## src/rtl/run_done_if.sv

```systemverilog
// Run/running/done handshake between the run controller and its CPU/unit-array side.
// Carries done_mask only when RUN_CTRL_DONE_MASK_EN is defined.
interface run_done_if #(
    parameter int unsigned NUM_UNITS = 4,
    parameter int unsigned CYCLE_W   = 16
);
    logic                 start;
    logic [CYCLE_W-1:0]   timeout;
    logic [NUM_UNITS-1:0] done_in;
`ifdef RUN_CTRL_DONE_MASK_EN
    logic [NUM_UNITS-1:0] done_mask;
`endif
    logic                 run;
    logic                 running;
    logic                 busy;
    logic                 finished;
    logic                 timed_out;
    logic [CYCLE_W-1:0]   cycles;

`ifdef RUN_CTRL_DONE_MASK_EN
    modport master (
        input  start, timeout, done_in, done_mask,
        output run, running, busy, finished, timed_out, cycles
    );
    modport slave (
        output start, timeout, done_in, done_mask,
        input  run, running, busy, finished, timed_out, cycles
    );
`else
    modport master (
        input  start, timeout, done_in,
        output run, running, busy, finished, timed_out, cycles
    );
    modport slave (
        output start, timeout, done_in,
        input  run, running, busy, finished, timed_out, cycles
    );
`endif
endinterface

```

## src/rtl/run_done_controller.sv

```systemverilog
// Initiator of the unit run/running/done protocol: one run pulse, running until all done or timeout.
// Optional feature macro: RUN_CTRL_DONE_MASK_EN (per-unit done mask latched on start).
module run_done_controller #(
    parameter int unsigned NUM_UNITS = 4,
    parameter int unsigned CYCLE_W   = 16
) (
    input  logic       clk,
    input  logic       rst,
    run_done_if.master bus
);
    typedef enum logic [2:0] {
        S_IDLE   = 3'd0,
        S_RUN    = 3'd1,
        S_SETTLE = 3'd2,
        S_WAIT   = 3'd3,
        S_FINISH = 3'd4
    } state_t;

    state_t               state_q, state_d;
    logic [CYCLE_W-1:0]   cnt_q, cnt_d;
    logic [CYCLE_W-1:0]   tmo_q, tmo_d;
    logic [CYCLE_W-1:0]   cycles_q, cycles_d;
    logic                 timed_out_q, timed_out_d;
    logic                 run_q, run_d;
    logic                 running_q, running_d;
    logic                 busy_q, busy_d;
    logic                 finished_q, finished_d;
    logic [CYCLE_W-1:0]   cnt_inc_c;
    logic                 all_done_c;
    logic                 tmo_hit_c;

`ifdef RUN_CTRL_DONE_MASK_EN
    logic [NUM_UNITS-1:0] mask_q, mask_d;
    assign all_done_c = &(bus.done_in | mask_q);
`else
    assign all_done_c = &bus.done_in;
`endif

    // Saturating increment; the timeout compare sees the count including the current cycle
    assign cnt_inc_c = (&cnt_q) ? cnt_q : cnt_q + CYCLE_W'(1);
    assign tmo_hit_c = (tmo_q != '0) && (cnt_inc_c == tmo_q);

    always_comb begin
        state_d     = state_q;
        cnt_d       = cnt_q;
        tmo_d       = tmo_q;
        cycles_d    = cycles_q;
        timed_out_d = timed_out_q;
`ifdef RUN_CTRL_DONE_MASK_EN
        mask_d      = mask_q;
`endif
        case (state_q)
            S_IDLE: begin
                if (bus.start) begin
                    state_d     = S_RUN;
                    tmo_d       = bus.timeout;
                    cnt_d       = '0;
                    timed_out_d = 1'b0;
`ifdef RUN_CTRL_DONE_MASK_EN
                    mask_d      = bus.done_mask;
`endif
                end
            end
            S_RUN: state_d = S_SETTLE;
            S_SETTLE: begin
                // done_in may still hold values from a previous run here
                cnt_d = cnt_inc_c;
                if (tmo_hit_c) begin
                    state_d     = S_FINISH;
                    timed_out_d = 1'b1;
                    cycles_d    = cnt_inc_c;
                end else begin
                    state_d = S_WAIT;
                end
            end
            S_WAIT: begin
                cnt_d = cnt_inc_c;
                if (all_done_c) begin
                    state_d  = S_FINISH;
                    cycles_d = cnt_inc_c;
                end else if (tmo_hit_c) begin
                    state_d     = S_FINISH;
                    timed_out_d = 1'b1;
                    cycles_d    = cnt_inc_c;
                end
            end
            S_FINISH: state_d = S_IDLE;
            default:  state_d = S_IDLE;
        endcase

        run_d      = (state_d == S_RUN);
        running_d  = (state_d == S_SETTLE) || (state_d == S_WAIT);
        busy_d     = (state_d != S_IDLE);
        finished_d = (state_d == S_FINISH);
    end

    always_ff @(posedge clk or negedge rst) begin
        if (!rst) begin
            state_q     <= S_IDLE;
            cnt_q       <= '0;
            tmo_q       <= '0;
            cycles_q    <= '0;
            timed_out_q <= 1'b0;
            run_q       <= 1'b0;
            running_q   <= 1'b0;
            busy_q      <= 1'b0;
            finished_q  <= 1'b0;
`ifdef RUN_CTRL_DONE_MASK_EN
            mask_q      <= '0;
`endif
        end else begin
            state_q     <= state_d;
            cnt_q       <= cnt_d;
            tmo_q       <= tmo_d;
            cycles_q    <= cycles_d;
            timed_out_q <= timed_out_d;
            run_q       <= run_d;
            running_q   <= running_d;
            busy_q      <= busy_d;
            finished_q  <= finished_d;
`ifdef RUN_CTRL_DONE_MASK_EN
            mask_q      <= mask_d;
`endif
        end
    end

    assign bus.run       = run_q;
    assign bus.running   = running_q;
    assign bus.busy      = busy_q;
    assign bus.finished  = finished_q;
    assign bus.timed_out = timed_out_q;
    assign bus.cycles    = cycles_q;

endmodule

```

## src/flat_wrapper.sv

```systemverilog
// flat-port wrapper written by rule: the top's interface ports become plain ports
module run_done_controller_flat 
#(
    parameter int unsigned NUM_UNITS = 4,
    parameter int unsigned CYCLE_W   = 16
)
  (clk, rst, bus_start, bus_timeout, bus_done_in, bus_run, bus_running, bus_busy, bus_finished, bus_timed_out, bus_cycles);
  run_done_if #(.NUM_UNITS(NUM_UNITS), .CYCLE_W(CYCLE_W)) bus_i ();
  input  logic clk;
  input  logic rst;
  input wire logic [$bits(bus_i.start)-1:0] bus_start;
  input wire logic [$bits(bus_i.timeout)-1:0] bus_timeout;
  input wire logic [$bits(bus_i.done_in)-1:0] bus_done_in;
  output wire logic [$bits(bus_i.run)-1:0] bus_run;
  output wire logic [$bits(bus_i.running)-1:0] bus_running;
  output wire logic [$bits(bus_i.busy)-1:0] bus_busy;
  output wire logic [$bits(bus_i.finished)-1:0] bus_finished;
  output wire logic [$bits(bus_i.timed_out)-1:0] bus_timed_out;
  output wire logic [$bits(bus_i.cycles)-1:0] bus_cycles;
  assign bus_i.start = bus_start;
  assign bus_i.timeout = bus_timeout;
  assign bus_i.done_in = bus_done_in;
  assign bus_run = bus_i.run;
  assign bus_running = bus_i.running;
  assign bus_busy = bus_i.busy;
  assign bus_finished = bus_i.finished;
  assign bus_timed_out = bus_i.timed_out;
  assign bus_cycles = bus_i.cycles;
  run_done_controller #(.NUM_UNITS(NUM_UNITS), .CYCLE_W(CYCLE_W)) u_core (.clk(clk), .rst(rst), .bus(bus_i));
endmodule
```

## config.mk

```make
export PLATFORM = sky130hd
export DESIGN_NAME = run_done_controller_flat
export DESIGN_NICKNAME = d
export VERILOG_FILES = /design/src/rtl/run_done_if.sv /design/src/rtl/run_done_controller.sv /design/src/flat_wrapper.sv
export SDC_FILE = /design/constraint.sdc
export NUM_CORES = 1
export LEC_CHECK = 0
export CORE_AREA = 2 2 94 69
export CTS_CLUSTER_SIZE = 10
export DETAILED_ROUTE_END_ITERATION = 10
export DIE_AREA = 0 0 96 71
export MAX_ROUTING_LAYER = met4
export PLACE_DENSITY = 0.84
export RECOVER_POWER = 25
export SLEW_MARGIN = 10
export SYNTH_ARGS = -nofsm -noshare
export SYNTH_HDL_FRONTEND = slang
export SYNTH_SLANG_ARGS = --single-unit
```

## constraint.sdc

```tcl
create_clock -name clk -period 4.4 [get_ports clk]
set_input_delay 0.66 -clock clk [delete_from_list [all_inputs] [get_ports clk]]
set_output_delay 0.66 -clock clk [all_outputs]
set_load 0.05 [all_outputs]
```

==> metrics.txt, run 1 <==
# TYPE chip_impl_metric gauge
chip_impl_info{name="outcome",value="complete, but fails checks"} 1
chip_impl_info{name="failed_checks",value="max-capacitance violations, max-slew violations"} 1
chip_impl_metric{name="floorplan.die_area",unit="µm²"} 6820
chip_impl_metric{name="grt-ovfl-total",unit=""} 0
chip_impl_metric{name="std_cell_rows",unit=""} 24
chip_impl_metric{name="grt_antenna_before_repair",unit=""} 0
chip_impl_metric{name="critical_path_arrival",unit="ns"} 3.68
chip_impl_info{name="cts_tree",value="yes"} 1
chip_impl_info{name="timing.hold.worst.class",value="primary input to asynchronous set/reset pin"} 1
chip_impl_metric{name="postRouteWirelength",unit="µm"} 8830
chip_impl_metric{name="finalSetupViolations",unit=""} 0
chip_impl_metric{name="post_route_cells_drive_above_1_share",unit="%"} 14.0
chip_impl_metric{name="max-slew-margin-rel",unit="%"} -45.5
chip_impl_info{name="timing.rr.start",value="u_core.cnt_q[0]"} 1
chip_impl_info{name="maxUsedRoutingLayer",value="met4"} 1
chip_impl_metric{name="grt_usage",unit="%"} 28.2
chip_impl_info{name="rsz0062_at_grt",value="no"} 1
chip_impl_metric{name="detailroute.wirelength.met3",unit="µm"} 665
chip_impl_metric{name="via_count_of_the_first_global_routing_pass",unit=""} 2802
chip_impl_metric{name="cts_buffers",unit=""} 5
chip_impl_metric{name="grt_pass1_wl",unit="µm"} 14300
chip_impl_metric{name="core_area",unit="µm²"} 5980
chip_impl_metric{name="horizontal_extent_of_the_die",unit="µm"} 96
chip_impl_metric{name="syn-instance-count",unit=""} 364
chip_impl_metric{name="detail_route.iter0.violations",unit=""} 245
chip_impl_metric{name="pre_cts_slack",unit="ns"} 0.954
chip_impl_metric{name="design.portCount",unit=""} 44
chip_impl_metric{name="route.detailed.drc",unit=""} 0
chip_impl_metric{name="r2r_cells",unit=""} 11
chip_impl_metric{name="growth_of_design_area_from_synthesis_to_finish",unit="%"} 15.4
chip_impl_metric{name="timing.final.crit_period",unit="ns"} 3.47
chip_impl_metric{name="post_cts_resized",unit=""} 0
chip_impl_metric{name="timing.final.max_slew_violations",unit=""} 42
chip_impl_metric{name="final_hold_viol_count",unit=""} 0
chip_impl_info{name="root_buffer_cell",value="sky130_fd_sc_hd__clkbuf_8"} 1
chip_impl_metric{name="synth_area_per_cell",unit="µm²"} 9.45
chip_impl_info{name="crit_path_start_kind",value="flip-flop"} 1
chip_impl_metric{name="die_h",unit="µm"} 71
chip_impl_metric{name="placement.io_buffers",unit=""} 43
chip_impl_metric{name="total_leakage_power",unit="nW"} 1.70
chip_impl_info{name="worstReg2RegEnd",value="u_core.bus.cycles[5]"} 1
chip_impl_metric{name="fmax",unit="GHz"} 0.288
chip_impl_metric{name="ys_seq_area_share",unit="%"} 40.7
chip_impl_metric{name="critPathMaxFanout",unit=""} 18
chip_impl_metric{name="ys_seq_elements",unit=""} 56
chip_impl_metric{name="count_of_different_cell_masters_after_synthesis",unit=""} 55
chip_impl_metric{name="fin_nets",unit=""} 417
chip_impl_metric{name="initial_utilization",unit="%"} 57.6
chip_impl_metric{name="combined_area_of_the_multi_input_logic_cells",unit="µm²"} 1850
chip_impl_metric{name="num_vias",unit=""} 2969
chip_impl_metric{name="synthesis.nets",unit=""} 388
chip_impl_metric{name="seq_area",unit="µm²"} 1400
chip_impl_metric{name="routed_via_density",unit=""} 6.29
chip_impl_metric{name="ff2ff_setup_slack",unit="ns"} 0.93
chip_impl_metric{name="n_antenna_cell",unit=""} 0
chip_impl_metric{name="clock_latency",unit="ns"} 0.32
chip_impl_info{name="critPathKind",value="flip-flop to flip-flop"} 1
chip_impl_metric{name="final_weighted_congestion_in_routability_driven_placement",unit=""} 0.989
chip_impl_metric{name="postCtsHoldBufs",unit=""} 0
chip_impl_metric{name="fin_ws",unit="ns"} 0.932
chip_impl_metric{name="timing_worst_slew_pin_value",unit="ns"} 2.18
chip_impl_metric{name="wl_met2",unit="µm"} 3980
chip_impl_metric{name="cts_buffer_depth",unit=""} 2
chip_impl_metric{name="routed_len_inst",unit="µm"} 18.7
chip_impl_metric{name="cts.htree.levels",unit=""} 2
chip_impl_metric{name="clkSlewWorstSetupHoldPaths",unit="ns"} 0.11
chip_impl_metric{name="pin_count_of_the_biggest_net_entering_global_routing",unit=""} 42
chip_impl_info{name="worstSetupEndpointType",value="flip-flop"} 1
chip_impl_metric{name="worst_ep_required_time",unit="ns"} 4.61
chip_impl_metric{name="post_cts.repair.setup_buffers",unit=""} 0
chip_impl_metric{name="synth_area",unit="µm²"} 3440
chip_impl_metric{name="vdd.ir_drop.worst",unit="mV"} 0.441
chip_impl_metric{name="final_antenna_net_count",unit=""} 0
chip_impl_metric{name="final.period_utilization",unit="%"} 78.8
chip_impl_metric{name="fillerInstances",unit=""} 475
chip_impl_metric{name="clock_skew",unit="ns"} 0.0120
chip_impl_metric{name="cap_viol_max_count",unit=""} 1
chip_impl_metric{name="dpl.hpwl",unit="µm"} 6540
chip_impl_metric{name="tns",unit="ns"} 0
chip_impl_metric{name="detailedRoute.firstPassIterationCount",unit=""} 5
chip_impl_metric{name="clk_sink_count",unit=""} 56
chip_impl_metric{name="count_of_warnings_emitted_by_yosys",unit=""} 0
chip_impl_metric{name="power_density_relative_to_cell_area",unit="nW/µm²"} 626
chip_impl_metric{name="hold_slack",unit="ns"} 0.400
chip_impl_metric{name="drt-met1-wl",unit="µm"} 4120
[stage by stage]
stage          cells  area [µm²]  total power, mW  util (%)
6_report         472        3970             2.49      66.5
3_5_place_dp     464        3860             2.13      64.7
5_1_grt          472        3970             2.63      66.5
2_1_floorplan    364        3440             1.76         -
3_3_place_gp     464        3860             2.10      64.7
4_1_cts          472        3980             2.48      66.5
[layout make-up]
type,instances,share of cell area [%]
clock buffer,6,1.83
multi-input combinational,268,46.6
sequential,56,35.3
tap,78,2.46
timing repair buffer,48,11.5
clock inverter,2,0.977
inverter,14,1.32
[kinds of logic after synthesis]
| logic type | after synthesis | synth area share, % |
|---|---|---|
| compound gates | 69 | 14.3 |
| xor+xnor | 13 | 3.31 |
| fa+ha+maj | 1 | 0.364 |
| buf+inv | 40 | 5.67 |
| flops | 56 | 40.7 |
| mux | 32 | 10.8 |
| simple gates | 153 | 24.8 |
[sequential cells by signal, summed over array words and instances, names as in the netlist]
register              count
u_core.bus.finished       1
u_core.bus.running        1
u_core.tmo_q             16
u_core.bus.run            1
u_core.bus.cycles        16
u_core.state_q            3
u_core.bus.busy           1
u_core.bus.timed_out      1
u_core.cnt_q             16
[critical path: stages (launching register included)]
cell                      delay (ns)
sky130_fd_sc_hd__dfrtp_1        0.50
sky130_fd_sc_hd__ha_1           0.38
sky130_fd_sc_hd__nand4_1        0.13
sky130_fd_sc_hd__buf_4          0.22
sky130_fd_sc_hd__nor4_4         0.38
sky130_fd_sc_hd__buf_4          0.29
sky130_fd_sc_hd__a211o_1        0.13
sky130_fd_sc_hd__nand2_1        0.08
sky130_fd_sc_hd__nand4_1        0.13
sky130_fd_sc_hd__nor4_2         0.07
sky130_fd_sc_hd__a21oi_4        0.62
sky130_fd_sc_hd__mux2_2         0.42
[cells in the mapped netlist (all sizes together)]
cell type	instances	share of area, %
nand4	16	3.3
a21oi	10	1.8
or4	2	0.65
a31oi	5	0.91
and4	3	0.76
o31a	1	0.25
o41ai	2	0.51
o21ai	21	3.1
nor2	26	3.1
nor4b	2	0.51
mux2	27	9.4
a211oi	2	0.44
a311oi	2	1.0
a22o	3	0.76
o211ai	1	0.22
a2111o	1	0.33
nor4	13	3.4
mux2i	5	1.5
and2	4	0.73
o32a	1	0.29
or2	3	0.55
inv	14	1.5
o2bb2ai	1	0.25
and3	7	1.3
nand3b	2	0.44
o22ai	5	1.1
nor2b	5	0.91
buf	15	2.9
clkbuf	11	1.2
nand2b	2	0.36
dfrtp	56	41
nand3	18	2.9
nor3	6	0.87
xor2	7	1.8
nand2	41	4.5
a21o	5	1.1
xnor2	6	1.5
o21a	1	0.22
a211o	3	0.76
ha	1	0.36
a2111oi	1	0.44
or3	3	0.55
a21boi	1	0.22
o31ai	3	0.65
[report_power, final]
group	internal, mW	total (mW)	switching, mW
Sequential	0.696	0.956	0.259
Clock	0.172	0.348	0.176
Combinational	0.477	1.18	0.705
Total	1.35	2.49	1.14
[worst max path at each step]
stage	startpoint	endpoint	cells past startpoint
floorplan	u_core.cnt_q[0]	u_core.bus.cycles[10]	11
detailed placement	u_core.cnt_q[0]	u_core.bus.cycles[5]	11
finish	u_core.cnt_q[0]	u_core.bus.cycles[5]	11
global placement	u_core.cnt_q[0]	u_core.bus.cycles[3]	10
CTS	u_core.cnt_q[0]	u_core.bus.cycles[5]	11
global route	u_core.cnt_q[0]	u_core.bus.cycles[4]	11
[per-layer routing]
metal	vias up	global-route usage, %
met5	-	-
met4	0	5.40
met3	11	5.75
met2	135	40.6
met1	1452	41.5
li1	1371	-
[layout by cell type (no fill, tap or decap), drive strengths merged, types with 4 or more instances in the layout]
cell type	synthesis	routed
dfrtp	56	56
nand2	41	41
clkdlybuf4s50	0	41
mux2	27	27
nor2	26	26
o21ai	21	21
nand3	18	18
nand4	16	16
inv	14	15
nor4	13	13
a21oi	10	10
clkbuf	11	8
and3	7	7
xor2	7	7
nor3	6	6
xnor2	6	6
nor2b	5	5
mux2i	5	5
a21o	5	5
a31oi	5	5
o22ai	5	5
and2	4	4
buf	15	4
(Power assumes the default switching activity.)
==> inputs of run 2 (changes only) <==
CORE_AREA = 2 2 103 75   (was 2 2 94 69)
DIE_AREA = 0 0 105 77   (was 0 0 96 71)
PLACE_DENSITY = 0.74   (was 0.84)
clock period = 3 ns   (was 4.4 ns; I/O delays follow)
==> run 2 against run 1 <==
Net effect:
- the flow still finishes with violations (max-capacitance violations, max-slew violations)
- global-route usage is 2.4 points lower
- combinational power is 71% higher
- worst setup slack got worse by 0.90 ns
- clock skew grew 0.00082 ns
- die area up 19%
- first-iteration DRC count shrank 18%
- non-clock buffer count rose by 46
- register-to-register slack got worse by 0.90 ns
- design area up 11%
- critical endpoint is now u_core.bus.cycles[11]
==> metrics.txt, run 2 (synthesis results as in run 1) <==
# TYPE chip_impl_metric gauge
chip_impl_metric{name="clock_skew",unit="ns"} 0.0128
chip_impl_info{name="timing.hold.worst.class",value="flip-flop to flip-flop"} 1
chip_impl_info{name="timing.hold.worst.start",value="u_core.bus.cycles[0]"} 1
chip_impl_metric{name="design.portCount",unit=""} 44
chip_impl_metric{name="post-place-cells",unit=""} 522
chip_impl_metric{name="timing.final.crit_period",unit="ns"} 2.96
chip_impl_metric{name="horizontal_extent_of_the_die",unit="µm"} 105
chip_impl_metric{name="fillerInstances",unit=""} 634
chip_impl_metric{name="cts_buffers",unit=""} 5
chip_impl_metric{name="finalSetupViolations",unit=""} 0
chip_impl_info{name="failed_checks",value="max-capacitance violations, max-slew violations"} 1
chip_impl_metric{name="grt_usage",unit="%"} 25.7
chip_impl_metric{name="fin_cells",unit=""} 538
chip_impl_metric{name="fmax",unit="GHz"} 0.337
chip_impl_metric{name="core_area",unit="µm²"} 7090
chip_impl_info{name="outcome",value="complete, but fails checks"} 1
chip_impl_info{name="rsz0062_at_grt",value="yes"} 1
chip_impl_metric{name="timing.final.max_slew_violations",unit=""} 43
chip_impl_metric{name="detailedRoute.firstPassIterationCount",unit=""} 5
chip_impl_metric{name="route.detailed.drc",unit=""} 0
chip_impl_metric{name="final.period_utilization",unit="%"} 98.8
chip_impl_metric{name="total_leakage_power",unit="nW"} 1.96
chip_impl_metric{name="critical_path_arrival",unit="ns"} 3.16
chip_impl_info{name="critPathKind",value="flip-flop to flip-flop"} 1
chip_impl_metric{name="grt-ovfl-total",unit=""} 0
chip_impl_metric{name="critPathMaxFanout",unit=""} 11
chip_impl_metric{name="num_vias",unit=""} 3162
chip_impl_metric{name="power_density_relative_to_cell_area",unit="nW/µm²"} 855
chip_impl_metric{name="die_h",unit="µm"} 77
chip_impl_metric{name="cts.htree.levels",unit=""} 2
chip_impl_info{name="worstSetupStartpoint",value="u_core.cnt_q[1]"} 1
chip_impl_metric{name="timing_worst_slew_pin_value",unit="ns"} 2.27
chip_impl_metric{name="pin_count_of_the_biggest_net_entering_global_routing",unit=""} 43
chip_impl_info{name="worstSetupEndpointType",value="flip-flop"} 1
chip_impl_metric{name="clk_sink_count",unit=""} 56
chip_impl_info{name="layout.cells.most_common",value="sky130_fd_sc_hd__dfrtp_1"} 1
chip_impl_metric{name="fin_nets",unit=""} 463
chip_impl_metric{name="initial_utilization",unit="%"} 48.5
chip_impl_metric{name="worst_ep_required_time",unit="ns"} 3.20
chip_impl_info{name="globalRoute.busiestLayer",value="met1"} 1
chip_impl_metric{name="via_count_of_the_first_global_routing_pass",unit=""} 2926
chip_impl_metric{name="final_core_utilization",unit="%"} 62.3
chip_impl_metric{name="post_route_cells_drive_above_1_share",unit="%"} 24.1
chip_impl_metric{name="n_antenna_cell",unit=""} 0
chip_impl_metric{name="growth_of_design_area_from_synthesis_to_finish",unit="%"} 28.4
chip_impl_metric{name="cap_viol_max_count",unit=""} 1
chip_impl_info{name="timing.rr.start",value="u_core.cnt_q[1]"} 1
chip_impl_metric{name="postRouteWirelength",unit="µm"} 10100
chip_impl_info{name="mostFrequentLayoutCells",value="55 x sky130_fd_sc_hd__dfrtp_1, 47 x sky130_fd_sc_hd__buf_4, 41 x sky130_fd_sc_hd__nand2_1, 41 x sky130_fd_sc_hd__clkdlybuf4s50_1, 25 x sky130_fd_sc_hd__nor2_1"} 1
chip_impl_info{name="cts_tree",value="yes"} 1
chip_impl_metric{name="postCtsHoldBufs",unit=""} 0
chip_impl_info{name="crit_path_start_kind",value="flip-flop"} 1
chip_impl_metric{name="clock_latency",unit="ns"} 0.32
chip_impl_metric{name="max-slew-margin-rel",unit="%"} -51.4
chip_impl_metric{name="groute.layer.met2.usage",unit="%"} 37.1
chip_impl_metric{name="routed_len_inst",unit="µm"} 18.7
chip_impl_metric{name="cts_buffer_depth",unit=""} 2
chip_impl_metric{name="met1_usage",unit="%"} 37.4
chip_impl_metric{name="pre_cts_slack",unit="ns"} -0.282
chip_impl_metric{name="grt_pass1_wl",unit="µm"} 15700
chip_impl_metric{name="std_cell_rows",unit=""} 26
chip_impl_metric{name="floorplan.die_area",unit="µm²"} 8090
chip_impl_metric{name="final_antenna_net_count",unit=""} 0
chip_impl_metric{name="final_hold_viol_count",unit=""} 0
chip_impl_metric{name="grt_antenna_before_repair",unit=""} 0
chip_impl_metric{name="vdd.ir_drop.worst",unit="mV"} 0.489
chip_impl_metric{name="placement.io_buffers",unit=""} 43
chip_impl_metric{name="use_met3",unit="%"} 4.93
chip_impl_metric{name="power",unit="mW"} 3.78
chip_impl_metric{name="final_weighted_congestion_in_routability_driven_placement",unit=""} 0.973
chip_impl_metric{name="routed_via_density",unit=""} 5.88
chip_impl_metric{name="clkSlewWorstSetupHoldPaths",unit="ns"} 0.10
chip_impl_metric{name="dpl.hpwl",unit="µm"} 7350
chip_impl_metric{name="detail_route.iter0.violations",unit=""} 202
chip_impl_metric{name="fin_ws",unit="ns"} 0.0354
chip_impl_info{name="root_buffer_cell",value="sky130_fd_sc_hd__clkbuf_8"} 1
run 2: per-layer routing:
layer / part of all wire (%) / vias to the layer above
met3: 8.3 / 23
met4: 1.8 / 0
li1: - / 1465
met5: 0 / -
met2: 43 / 157
met1: 47 / 1517
run 2: final cells by class:
cell class / instances / area (µm²) / area share [%]
Multi-Input combinational cell: 268 / 1900 / 43.0
Clock buffer: 7 / 76.3 / 1.73
Tap cell: 98 / 123 / 2.78
Timing Repair Buffer: 94 / 853 / 19.3
Inverter: 14 / 52.6 / 1.19
Clock inverter: 1 / 8.76 / 0.198
Sequential cell: 56 / 1400 / 31.8
run 2: worst paths after layout:
path                                         end  slack [ns]  cells after the start
setup / recovery           u_core.bus.cycles[11]        0.04                     11
hold / removal              u_core.bus.cycles[0]        0.52                      1
setup reg to reg           u_core.bus.cycles[11]        0.04                     11
hold reg to reg             u_core.bus.cycles[0]        0.52                      1
max in group asynchronous       u_core.cnt_q[10]        0.76                      1
min in group asynchronous      u_core.state_q[0]        0.80                      1
run 2: worst max-delay path: stages (launching register included):
cell,delay [ns]
sky130_fd_sc_hd__dfrtp_1,0.42
sky130_fd_sc_hd__buf_4,0.17
sky130_fd_sc_hd__nand3_2,0.16
sky130_fd_sc_hd__nor4_4,0.51
sky130_fd_sc_hd__buf_4,0.20
sky130_fd_sc_hd__o21a_1,0.12
sky130_fd_sc_hd__and3_1,0.18
sky130_fd_sc_hd__nand4_1,0.16
sky130_fd_sc_hd__nor4_4,0.33
sky130_fd_sc_hd__a21oi_4,0.12
sky130_fd_sc_hd__buf_12,0.17
sky130_fd_sc_hd__mux2_4,0.30
run 2: per-stage QoR:
stage / area [µm²] / setup TNS (ns) / hold slack (ns)
after global routing: 4420 / -0.443 / 0.539
after detailed placement: 4190 / -3.56 / 0.495
after global placement: 4190 / -5.51 / 0.488
after floorplan: 3440 / 0 / 0.154
final: 4420 / 0 / 0.519
after CTS: 4320 / 0 / 0.311
run 2: what timing repair did:
item	in CTS	in global routing
pin swaps	1	3
resized for setup	1	11
cloned	0	1
setup endpoints to repair	18	20
buffers inserted	4	3
run 2: report_power, final:
group | leakage, nW | internal [mW] | switching [mW] | total [mW]
Clock | 0.0424 | 0.168 | 0.250 | 0.418
Sequential | 0.710 | 1.02 | 0.312 | 1.33
Combinational | 1.21 | 0.836 | 1.19 | 2.02
Total | 1.96 | 2.03 | 1.75 | 3.78
